===== src/rtl/fpga_cfg_loader.sv =====
// rtl/fpga_cfg_loader.sv - streams configuration words into one-hot fabric slots, then enables the fabric
// Optional trailing checksum word and err_sum port under FPGA_CFG_LOADER_CHECKSUM_EN.
module fpga_cfg_loader #(
  parameter int CFG_W      = 320,
  parameter int N_SLOTS    = 172,
  parameter int PRE_CYC    = 10,
  parameter int HOLD_CYC   = 1,
  parameter int SETTLE_CYC = 10
) (
  input  logic               clock,
  input  logic               rst,
  input  logic               start,
  input  logic               cfg_valid,
  input  logic [CFG_W-1:0]   cfg_data,
  input  logic               cfg_last,
  output logic               cfg_ready,
  output logic [CFG_W-1:0]   configs_in,
  output logic [N_SLOTS-1:0] configs_en,
  output logic               ff_en,
  output logic               rdy,
  output logic               busy,
`ifdef FPGA_CFG_LOADER_CHECKSUM_EN
  output logic               err_sum,
`endif
  output logic               err_len
);

  typedef enum logic [2:0] {
    S_IDLE, S_PRE, S_LOAD, S_HOLD, S_SETTLE, S_FFON, S_DONE
  } state_t;

  localparam int MAX_CYC = (PRE_CYC > HOLD_CYC)
                         ? ((PRE_CYC > SETTLE_CYC) ? PRE_CYC : SETTLE_CYC)
                         : ((HOLD_CYC > SETTLE_CYC) ? HOLD_CYC : SETTLE_CYC);
  localparam int TW = $clog2(MAX_CYC + 1);
  localparam int CW = $clog2(N_SLOTS + 1);
  localparam logic [TW-1:0] PRE_LAST    = TW'((PRE_CYC > 0) ? PRE_CYC - 1 : 0);
  localparam logic [TW-1:0] HOLD_LAST   = TW'(HOLD_CYC - 1);
  localparam logic [TW-1:0] SETTLE_LAST = TW'(SETTLE_CYC - 1);
  localparam logic [CW-1:0] CNT_FULL    = CW'(N_SLOTS);
  localparam state_t        START_TO    = (PRE_CYC == 0) ? S_LOAD : S_PRE;
`ifdef FPGA_CFG_LOADER_CHECKSUM_EN
  localparam bit CSUM_EN = 1'b1;
`else
  localparam bit CSUM_EN = 1'b0;
`endif

  state_t          state, state_nxt;
  logic [TW-1:0]   tmr;
  logic [CW-1:0]   word_cnt;
  logic            last_q;
  logic [1:0]      rst_sync;
  logic            rst_n_i;
  logic            start_ok, handshake, hold_done, terminate, load_entry;
  logic            sum_phase, stuck;

  // Assertion is immediate; release is re-timed to clock so all flops leave reset together.
  always_ff @(posedge clock or negedge rst) begin
    if (!rst) rst_sync <= 2'b00;
    else      rst_sync <= {rst_sync[0], 1'b1};
  end
  assign rst_n_i = rst_sync[1];

  assign start_ok   = start & ((state == S_IDLE) | (state == S_DONE) | stuck);
  assign handshake  = cfg_valid & cfg_ready;
  assign hold_done  = (state == S_HOLD) && (tmr == HOLD_LAST);
  assign terminate  = hold_done && (last_q || (word_cnt == CNT_FULL));
  assign load_entry = (state_nxt == S_LOAD) && ((state == S_PRE) || start_ok);

  always_ff @(posedge clock or negedge rst_n_i) begin
    if (!rst_n_i) begin
      state <= S_IDLE;
      tmr   <= '0;
    end else begin
      state <= state_nxt;
      tmr   <= (state_nxt != state) ? '0 : tmr + TW'(1);
    end
  end

  always_comb begin
    state_nxt = state;
    case (state)
      S_IDLE, S_DONE: if (start_ok) state_nxt = START_TO;
      S_PRE:          if (tmr == PRE_LAST) state_nxt = S_LOAD;
      S_LOAD:         if (handshake) state_nxt = sum_phase ? S_SETTLE : S_HOLD;
      S_HOLD:         if (hold_done) state_nxt = (terminate && !CSUM_EN) ? S_SETTLE : S_LOAD;
      S_SETTLE: begin
        if (start_ok)                              state_nxt = START_TO;
        else if (!stuck && tmr == SETTLE_LAST)     state_nxt = S_FFON;
      end
      S_FFON:         state_nxt = S_DONE;
      default:        state_nxt = S_IDLE;
    endcase
  end

  always_comb begin
    cfg_ready = 1'b0;
    busy      = 1'b0;
    cfg_ready = (state == S_LOAD);
    busy      = (state != S_IDLE) && (state != S_DONE);
  end

  always_ff @(posedge clock or negedge rst_n_i) begin
    if (!rst_n_i) begin
      configs_in <= '0;
      configs_en <= '0;
      word_cnt   <= '0;
      last_q     <= 1'b0;
      err_len    <= 1'b0;
      ff_en      <= 1'b0;
      rdy        <= 1'b0;
    end else begin
      if (start_ok) begin
        configs_en <= '0;
        word_cnt   <= '0;
        last_q     <= 1'b0;
        err_len    <= 1'b0;
        ff_en      <= 1'b0;
        rdy        <= 1'b0;
      end
      if (load_entry) begin
        configs_en <= N_SLOTS'(1);
        word_cnt   <= '0;
      end
      if (handshake && !sum_phase) begin
        configs_in <= cfg_data;
        word_cnt   <= word_cnt + CW'(1);
        last_q     <= cfg_last;
      end
      if (hold_done) begin
        if (terminate) begin
          configs_en <= '0;
          if (word_cnt != CNT_FULL) err_len <= 1'b1;
        end else begin
          configs_en <= configs_en << 1;
        end
      end
      if (state == S_FFON)              ff_en <= 1'b1;
      if (state == S_DONE && !start_ok) rdy   <= 1'b1;
    end
  end

`ifdef FPGA_CFG_LOADER_CHECKSUM_EN
  logic [CFG_W-1:0] sum_q;
  logic             sum_phase_q, err_sum_q;

  // The checksum word is taken in LOAD after termination; a mismatch parks the block in SETTLE.
  always_ff @(posedge clock or negedge rst_n_i) begin
    if (!rst_n_i) begin
      sum_q       <= '0;
      sum_phase_q <= 1'b0;
      err_sum_q   <= 1'b0;
    end else if (start_ok) begin
      sum_q       <= '0;
      sum_phase_q <= 1'b0;
      err_sum_q   <= 1'b0;
    end else begin
      if (handshake && !sum_phase_q) sum_q <= sum_q ^ cfg_data;
      if (terminate)                 sum_phase_q <= 1'b1;
      if (handshake && sum_phase_q) begin
        sum_phase_q <= 1'b0;
        if (cfg_data != sum_q) err_sum_q <= 1'b1;
      end
    end
  end
  assign sum_phase = sum_phase_q;
  assign stuck     = err_sum_q;
  assign err_sum   = err_sum_q;
`else
  assign sum_phase = 1'b0;
  assign stuck     = 1'b0;
`endif

endmodule


===== config.mk =====
export PLATFORM = sky130hd
export DESIGN_NAME = fpga_cfg_loader
export DESIGN_NICKNAME = d
export VERILOG_FILES = /design/src/rtl/fpga_cfg_loader.sv
export SDC_FILE = /design/constraint.sdc
export NUM_CORES = 1
export LEC_CHECK = 0
export CORE_AREA = 2 2 316 318
export DETAILED_ROUTE_END_ITERATION = 12
export DIE_AREA = 0 0 318 320
export PLACE_DENSITY = 0.53
export SLEW_MARGIN = 10
export SYNTH_ARGS = -nofsm -noshare
export SYNTH_HDL_FRONTEND = slang
export SYNTH_SLANG_ARGS = --single-unit

===== constraint.sdc =====
create_clock -name clock -period 20.7 [get_ports clock]
set_input_delay 3.105 -clock clock [delete_from_list [all_inputs] [get_ports clock]]
set_output_delay 3.105 -clock clock [all_outputs]
set_load 0.05 [all_outputs]

==> metrics, run 1 <==
status finished, final reports clean; clock sink count 513; global-route wire length before repair 103000 um; Skew-Pair Late Insertion Delay 0.65 ns; DRT antenna net count 0; WL final 69600 um; dpl cell area 28600 um2; Post-Syn Instances 1856; DR DRC count 0; P&R area growth vs syn 61.3%; GRT overflow 0; Final Net Count 2975; Synth Net Count 2186; Die W 318 um; FMAX 175 MHz; Total GRT Usage 13.2%; post_cts resized 0; CP bufs+invs 1; worst path cell trace xor2_1 -> nand2b_1 -> clkdlybuf4s50_1; Rel. slew slack 13.5%; placed cells 3869; Clock Path Buffers 3; DR WL met2 33700 um; vias in the first global route 15900; largest net degree at the start of global routing 189; Crit. End Element primary output; Slew @ Worst Pin 1.30 ns; top routing layer used met5; VDD IR max 0.0846 mV; Crit Path Class flop to primary output; CP Max Fanout 14; routed wl met3 5200 um; power density cells 147 nW/um2; boundary pin count 822; CP Data Required Time 17.59 ns; core footprint 98000 um2; worst hold path type flop to flop; skew final 0.0182 ns; footprint of the multi-input gates 5730 um2; leakage 14.4 nW; initial core utilization 19.4%; Metal-1 WL 28500 um; Worst path slowest cell clkdlybuf4s50_1; register area 12800 um2; CTS tree yes; initial antenna violation count 4; Synth cell types 38; average cell area after synthesis 10.3 um2; clk root buf clkbuf_16; Seq cells post-synth 513; Synth Cell Area 19000 um2; Routed WL per cell 17.5 um; Final Max Tran Viols 0; GPL Wtd Cong 0.790; Setup-failing EPs final 0; fin area 30700 um2; Fin Setup TNS 0 ns; cts hold-fix bufs 0; die height 320 um; Critical Path AT 2.61 ns; Vias 15800; highest cell delay on the worst timing path 0.90 ns; final core utilization 31.3%; port bufs 821; drt pass-1 iters 5; Setup Fix Bufs, Post-CTS 0; fraction of the cycle the final worst path needs 27.6%; filler instances 10100; clk slew on worst S/H paths 0.06 ns; row cnt 115; post-route insts no fill 3981; WHS 0.347 ns; Vias/cell 3.96; yosys warns 0; Top Family by Delay on Critical Path buffers and inverters; Fin. Hold Viols 0; # H-tree levels 2; Worst setup SP type flop; Final min period 5.71 ns; max-cap violations 0; 1st-iter DRT viols 1038; share of cells above drive strength 1 4.60%; Die Footprint 102000 um2; DP HPWL 48400 um; RSZ-0062 raised after global routing false; sequential-to-total area share from yosys stat 67.4%; total CTS buffers 61
[layout make-up]
type	count	area share [%]
tap	1287	5.24
clock inverter	22	1.05
inverter	7	0.0855
sequential	513	41.8
multi-input combinational	1224	18.7
timing repair buffer	838	27.3
clock buffer	89	5.90
antenna	1	0.00815
[metal layers]
| layer | vias to the layer above | GRT usage [%] |
|---|---|---|
| met1 | 7579 | 15.9 |
| met2 | 519 | 21.9 |
| met3 | 100 | 4.29 |
| met4 | 6 | 4.75 |
| met5 | - | 0 |
| li1 | 7557 | - |
[per-stage QoR]
stage / setup slack [ns] / power, mW
6_report: 14.99 / 4.50
5_1_grt: 14.84 / 4.72
4_1_cts: 14.90 / 4.57
3_5_place_dp: 14.79 / 3.40
3_3_place_gp: 14.79 / 3.39
2_1_floorplan: 5.34 / 2.65
[flip-flops by register name, indices dropped and copies added, names as in the netlist]
signal / count
configs_en: 172
configs_in: 320
err_len: 1
ff_en: 1
last_q: 1
rdy: 1
rst_sync: 2
state: 3
tmr: 4
word_cnt: 8
[cells in the final DEF, fill, tap and decap left out, drive strengths merged, types with 3 or more instances in the layout]
master         instances
clkinv                12
nand2                974
clkbuf                89
nand2b                 3
buf                   17
nand3                  6
o21ai                 10
inv                   10
nand4                  3
o22ai                  3
bufinv                 6
dfrtp                513
clkdlybuf4s50        821
ha                     5
nor3                   4
nor2                  13
a22o                 177
[cell usage after synthesis, drive strengths merged]
cell | instances | area share [%]
nand2 | 974 | 19
dfrtp | 513 | 67
a22o | 177 | 8.1
clkbuf | 87 | 1.7
buf | 25 | 0.78
nor2 | 13 | 0.26
o21ai | 10 | 0.26
inv | 7 | 0.14
nand3 | 6 | 0.16
ha | 5 | 0.33
nor3 | 4 | 0.16
nand2b | 3 | 0.14
nand4 | 3 | 0.099
o22ai | 3 | 0.099
a21o | 2 | 0.079
mux2i | 2 | 0.11
nand4bb | 2 | 0.12
o31ai | 2 | 0.079
xnor2 | 2 | 0.092
xor2 | 2 | 0.092
a211oi | 1 | 0.039
a21boi | 1 | 0.039
a21oi | 1 | 0.026
a2bb2oi | 1 | 0.046
conb | 1 | 0.020
nand3b | 1 | 0.039
nor2b | 1 | 0.033
nor3b | 1 | 0.039
nor4 | 1 | 0.033
nor4b | 1 | 0.079
nor4bb | 1 | 0.053
o211a | 1 | 0.053
o21a | 1 | 0.039
or2 | 1 | 0.033
[kinds of logic after synthesis]
kind of cell             count (synthesis)  synth area share [%]
adder cells (fa/ha/maj)                  5                 0.328
XOR/XNOR                                 4                 0.184
AO/OA/AOI/OAI                          200                  8.90
buffers and inverters                  119                  2.63
AND/OR/NAND/NOR                       1012                  20.4
other                                    1                0.0197
multiplexers                             2                 0.105
flip-flops                             513                  67.4
[report_power, final]
group | switching (mW) | total, mW | internal [mW]
Combinational | 1.34 | 1.94 | 0.597
Sequential | 0.161 | 1.43 | 1.27
Clock | 0.452 | 1.13 | 0.681
Total | 1.96 | 4.50 | 2.55
[worst paths after layout]
path | from | to | slack, ns | cells after the start
max | state[1] | busy | 14.99 | 3
min | rst_sync[0] | rst_sync[1] | 0.35 | 0
max reg2reg | rst_sync[1] | configs_en[130] | 17.07 | 3
min reg2reg | rst_sync[0] | rst_sync[1] | 0.35 | 0
max in group asynchronous | rst_sync[1] | configs_en[130] | 17.07 | 3
min in group asynchronous | rst_sync[1] | configs_in[230] | 0.48 | 0
[worst register-to-register path, cell delays in order (launching register included)]
cell     delay [ns]
dfrtp_4        1.03
buf_4          0.77
buf_4          0.82
buf_4          0.94
(Power assumes the default switching activity.)
==> inputs of run 2 (changes only) <==
--- a/config.mk
+++ b/config.mk
@@ -5,9 +5,9 @@
 export SDC_FILE = /design/constraint.sdc
 export NUM_CORES = 1
 export LEC_CHECK = 0
-export CORE_AREA = 2 2 316 318
+export CORE_AREA = 2 2 323 325
 export DETAILED_ROUTE_END_ITERATION = 12
-export DIE_AREA = 0 0 318 320
+export DIE_AREA = 0 0 325 327
 export PLACE_DENSITY = 0.53
 export SLEW_MARGIN = 10
 export SYNTH_ARGS = -nofsm -noshare
==> constraint.sdc (replaced) <==
create_clock -name clock -period 4.85 [get_ports clock]
set_input_delay 0.7275 -clock clock [delete_from_list [all_inputs] [get_ports clock]]
set_output_delay 0.7275 -clock clock [all_outputs]
set_load 0.05 [all_outputs]
==> run 2 against run 1 <==
  * Register-to-register slack got worse by 15 ns
  * Clock skew grew 0.030 ns
  * Sequential power increased to 4.3 times the previous value
  * Clock power grew to 4.2 times the previous value
  * Power grew to 4.3 times the previous value
  * Global-route usage shrank 0.14 points
  * Cell count grew 2.6%
==> metrics, run 2 (synthesis gave the netlist of run 1 again) <==
Die W 325 um; skew final 0.0483 ns; power share of the clock group 24.6%; Skew-Pair Late Insertion Delay 0.66 ns; core footprint 103000 um2; Fin. Hold Viols 0; Setup-failing EPs final 0; Largest regs configs_in x320, configs_en x172, word_cnt x8; clk root buf clkbuf_16; max reg flops 320; most common cell after layout, fill and taps aside nand2_1; boundary pin count 822; global-route wire length before repair 106000 um; GRT overflow 0; Critical Path AT 2.80 ns; Sw Ratio 44.0%; Tot Pwr 19.2 mW; status finished, final reports clean; row cnt 118; leakage 14.5 nW; Crit. End Element primary output; DR DRC count 0; fin area 31000 um2; drt pass-1 iters 6; initial antenna violation count 9; DP HPWL 52300 um; vias in the first global route 15800; clock sink count 513; Worst setup SP type flop; Die Footprint 106000 um2; die height 327 um; CTS tree yes; post_cts resized 0; Final Net Count 2983; Crit Path Class flop to primary output; power density cells 620 nW/um2; Clock Path Buffers 3; worst hold path type primary input to async pin; GPL Wtd Cong 0.777; Total GRT Usage 13.0%; worst path cell trace nand2b_1 -> nor2_1 -> clkdlybuf4s50_1; WL final 72100 um; total CTS buffers 60; Routed WL per cell 17.7 um; Setup Fix Bufs, Post-CTS 0; switching power 8.45 mW; RSZ-0062 raised after global routing false; Vias 15900; Worst path slowest cell clkdlybuf4s50_1; port bufs 821; Gate power share 43.4%; Vias/cell 3.89; Largest Register configs_in; clk slew on worst S/H paths 0.06 ns; DRT antenna net count 0; max-cap violations 0; Final min period 3.53 ns; share of cells above drive strength 1 4.96%; VDD IR max 0.421 mV; initial core utilization 18.5%; CP Max Fanout 14; commonest non-fill, non-tap cells in the layout 974 x nand2_1, 821 x clkdlybuf4s50_1, 512 x dfrtp_1, 177 x a22o_1, 60 x clkbuf_16; highest cell delay on the worst timing path 0.96 ns; largest net degree at the start of global routing 172; cts hold-fix bufs 0; dpl cell area 28900 um2; 1st-iter DRT viols 949; Critical R2R Launch state[1]; Int Pwr 10.8 mW; P&R area growth vs syn 62.6%; CP Data Required Time 4.12 ns; # H-tree levels 2; Final Max Tran Viols 0; Worst setup startpoint state[1]; Rel. slew slack 41.6%; FMAX 283 MHz; Fin Setup TNS 0 ns; Slew @ Worst Pin 0.876 ns; sequential share of power 32.0%; filler instances 10800; fraction of the cycle the final worst path needs 72.8%
run 2: cell types whose count changed in the layout (fill, tap and decap cells not counted), sizes merged:
cell | previous run | this run
clkinvlp | 1 | 3
clkinv | 12 | 17
diode | 1 | 3
clkbuf | 89 | 87
bufinv | 6 | 4
inv | 10 | 7
buf | 17 | 26
run 2: stage by stage:
stage / cells / setup slack (ns) / util [%] / hold slack (ns)
finish: 4085 / 1.32 / 30.1 / 0.254
floorplan: 1856 / -0.147 / - / 0.331
global route: 4083 / 1.08 / 30.1 / 0.206
global placement: 3971 / 1.79 / 28.1 / 0.334
CTS: 4082 / 1.15 / 30.1 / 0.191
detailed placement: 3971 / 1.86 / 28.1 / 0.338
run 2: power by group through the flow:
stage	Sequential, mW	Clock (mW)	Combinational [mW]
floorplan	10.0	0	1.26
global placement	6.21	0	8.39
detailed placement	6.21	0	8.43
CTS	6.17	4.89	8.44
global route	6.31	5.05	8.76
finish	6.15	4.73	8.33
run 2: critical path, delay by kind of cell, from the launching register on:
kind / cells / cell delay (ns)
and+or+nand+nor: 2 / 0.54
DFF: 1 / 0.64
buffers and inverters: 1 / 0.96
run 2: path summary, 6_finish.rpt:
kind	to	slack (ns)	depth (start not counted)
max	cfg_ready	1.32	3
min	rst_sync[1]	0.25	1
max reg2reg	configs_en[43]	2.19	5
min reg2reg	rst_sync[1]	0.35	0
max in group asynchronous	configs_in[105]	3.14	1
min in group clock	rst_sync[1]	0.35	0
run 2: final cells by class:
type,count,area [um2],share of cell area [%]
antenna,3,7.51,0.0242
clock buffer,87,1780,5.76
clock inverter,24,303,0.978
inverter,7,26.3,0.0848
multi-input combinational,1224,5730,18.5
sequential,513,12800,41.5
tap,1380,1730,5.58
timing repair buffer,847,8550,27.6
run 2: per-layer routing:
layer | share of wire, % | vias up | global-route usage [%]
li1 | - | 7577 | -
met1 | 43 | 7700 | 16.6
met2 | 48 | 526 | 21.3
met3 | 7.3 | 89 | 4.20
met4 | 2.0 | 8 | 3.26
met5 | 0.071 | - | 0
==> inputs of run 3 (changes only) <==
==> constraint.sdc (replaced) <==
create_clock -name clock -period 2.95 [get_ports clock]
set_input_delay 0.4425 -clock clock [delete_from_list [all_inputs] [get_ports clock]]
set_output_delay 0.4425 -clock clock [all_outputs]
set_load 0.05 [all_outputs]
==> run 3 against run 2 <==
  * Combinational power rose by 66%
  * Clock power rose by 56%
  * Via count about the same
  * Global-route usage about the same
  * Utilization rose by 0.083 points
  * Sequential share of layout area fell by 0.11 points
  * Non-clock buffer count increased by 17
  * Critical path type unchanged
  * Clock-buffer cell count down 1
==> metrics, run 3 (synthesis gave the netlist of run 1 again) <==
status finished, final reports clean; largest net degree at the start of global routing 148; Final Net Count 3000; Vias/cell 3.88; CP Max Fanout 3; FMAX 393 MHz; Largest Register configs_in; GPL Wtd Cong 0.793; setup ws final 0.403 ns; Die Footprint 106000 um2; Worst path slowest cell clkdlybuf4s50_1; die height 327 um; Largest regs configs_in x320, configs_en x172, word_cnt x8; skew final 0.0249 ns; leakage 14.5 nW; share of cells above drive strength 1 5.30%; Routed WL per cell 17.6 um; DRT antenna net count 0; clk slew on worst S/H paths 0.06 ns; CTS tree yes; fraction of the cycle the final worst path needs 86.4%; DP HPWL 52600 um; Place WS 0.624 ns; Slew @ Worst Pin 0.866 ns; Vias 15900; P&R area growth vs syn 63.0%; placed cells 3987; Critical Path AT 2.10 ns; Top Family by Delay on Critical Path buffers and inverters; commonest non-fill, non-tap cells in the layout 974 x nand2_1, 819 x clkdlybuf4s50_1, 512 x dfrtp_1, 177 x a22o_1, 60 x clkbuf_16; Setup Fix Bufs, Post-CTS 0; Skew-Pair Late Insertion Delay 0.64 ns; CP Data Required Time 2.51 ns; boundary pin count 822; post-route insts no fill 4099; GRT overflow 0; Rel. slew slack 42.3%; Crit Path Class flop to primary output; Total GRT Usage 13.1%; vias in the first global route 16100; worst hold path type flop to async pin; # H-tree levels 2; total CTS buffers 60; row cnt 118; DR DRC count 0; Worst setup SP type flop; Crit. End Element primary output; max-cap violations 0; RSZ-0062 raised after global routing false; core footprint 103000 um2; global-route wire length before repair 106000 um; Die W 325 um; 1st-iter DRT viols 866; most common cell after layout, fill and taps aside nand2_1; highest cell delay on the worst timing path 1.05 ns; VDD IR max 0.676 mV; Final min period 2.55 ns; clock sink count 513; drt pass-1 iters 4; power density cells 1010 nW/um2; Fin. Hold Viols 0; worst path cell trace clkdlybuf4s50_1; Clock Path Buffers 3; max reg flops 320; Setup-failing EPs final 0; port bufs 821; WL final 72000 um; initial antenna violation count 7; clk root buf clkbuf_16; initial core utilization 18.5%; filler instances 10700; CP bufs+invs 1; Final Max Tran Viols 0
## run 3: what timing repair did
action | CTS | global route
hold endpoints to repair | 2 | 0
resized for setup | 0 | 0
hold buffers | 1 | 0
## run 3: layout make-up
class | count | area [um2] | share of cell area [%]
diodes | 4 | 10.0 | 0.0322
clock buffers | 86 | 1730 | 5.57
clock inverters | 21 | 214 | 0.689
inverters | 7 | 26.3 | 0.0846
multi-input cells | 1224 | 5730 | 18.5
flip-flops and latches | 513 | 12800 | 41.3
well taps | 1380 | 1730 | 5.56
repair buffers | 864 | 8780 | 28.3
## run 3: layer usage
metal | GRT usage [%] | share of wire [%]
met1 | 16.0 | 41
met3 | 4.73 | 7.9
met5 | 0 | 0.058
met4 | 3.67 | 2.4
met2 | 21.6 | 48
## run 3: path summary, 6_finish.rpt
kind | slack [ns] | cells past startpoint | end | start
worst max-delay path | 0.40 | 1 | rdy | rdy
worst min-delay path | 0.24 | 0 | configs_in[242] | rst_sync[1]
worst max register to register | 0.69 | 6 | configs_en[17] | state[1]
worst min register to register | 0.24 | 0 | configs_in[242] | rst_sync[1]
max in group asynchronous | 1.78 | 2 | configs_in[56] | rst_sync[1]
min in group clock | 0.33 | 3 | configs_in[213] | cfg_data[213]
## run 3: metrics by stage
step / area (um2) / setup TNS, ns / hold WS [ns] / power, mW / util, %
floorplan: 19100 / -1046.16 / 0.147 / 18.6 / -
global placement: 29100 / 0 / 0.263 / 24.1 / 28.3
detailed placement: 29100 / 0 / 0.264 / 24.2 / 28.3
CTS: 31000 / 0 / 0.255 / 31.9 / 30.2
global route: 31000 / 0 / 0.270 / 32.9 / 30.2
finish: 31100 / 0 / 0.238 / 31.3 / 30.2
## run 3: where the power goes
part | internal, mW | total (mW) | switching, mW | leakage (nW)
combinational | 4.30 | 13.8 | 9.55 | 6.79
clock | 4.31 | 7.39 | 3.08 | 0.955
sequential | 8.91 | 10.1 | 1.19 | 6.77
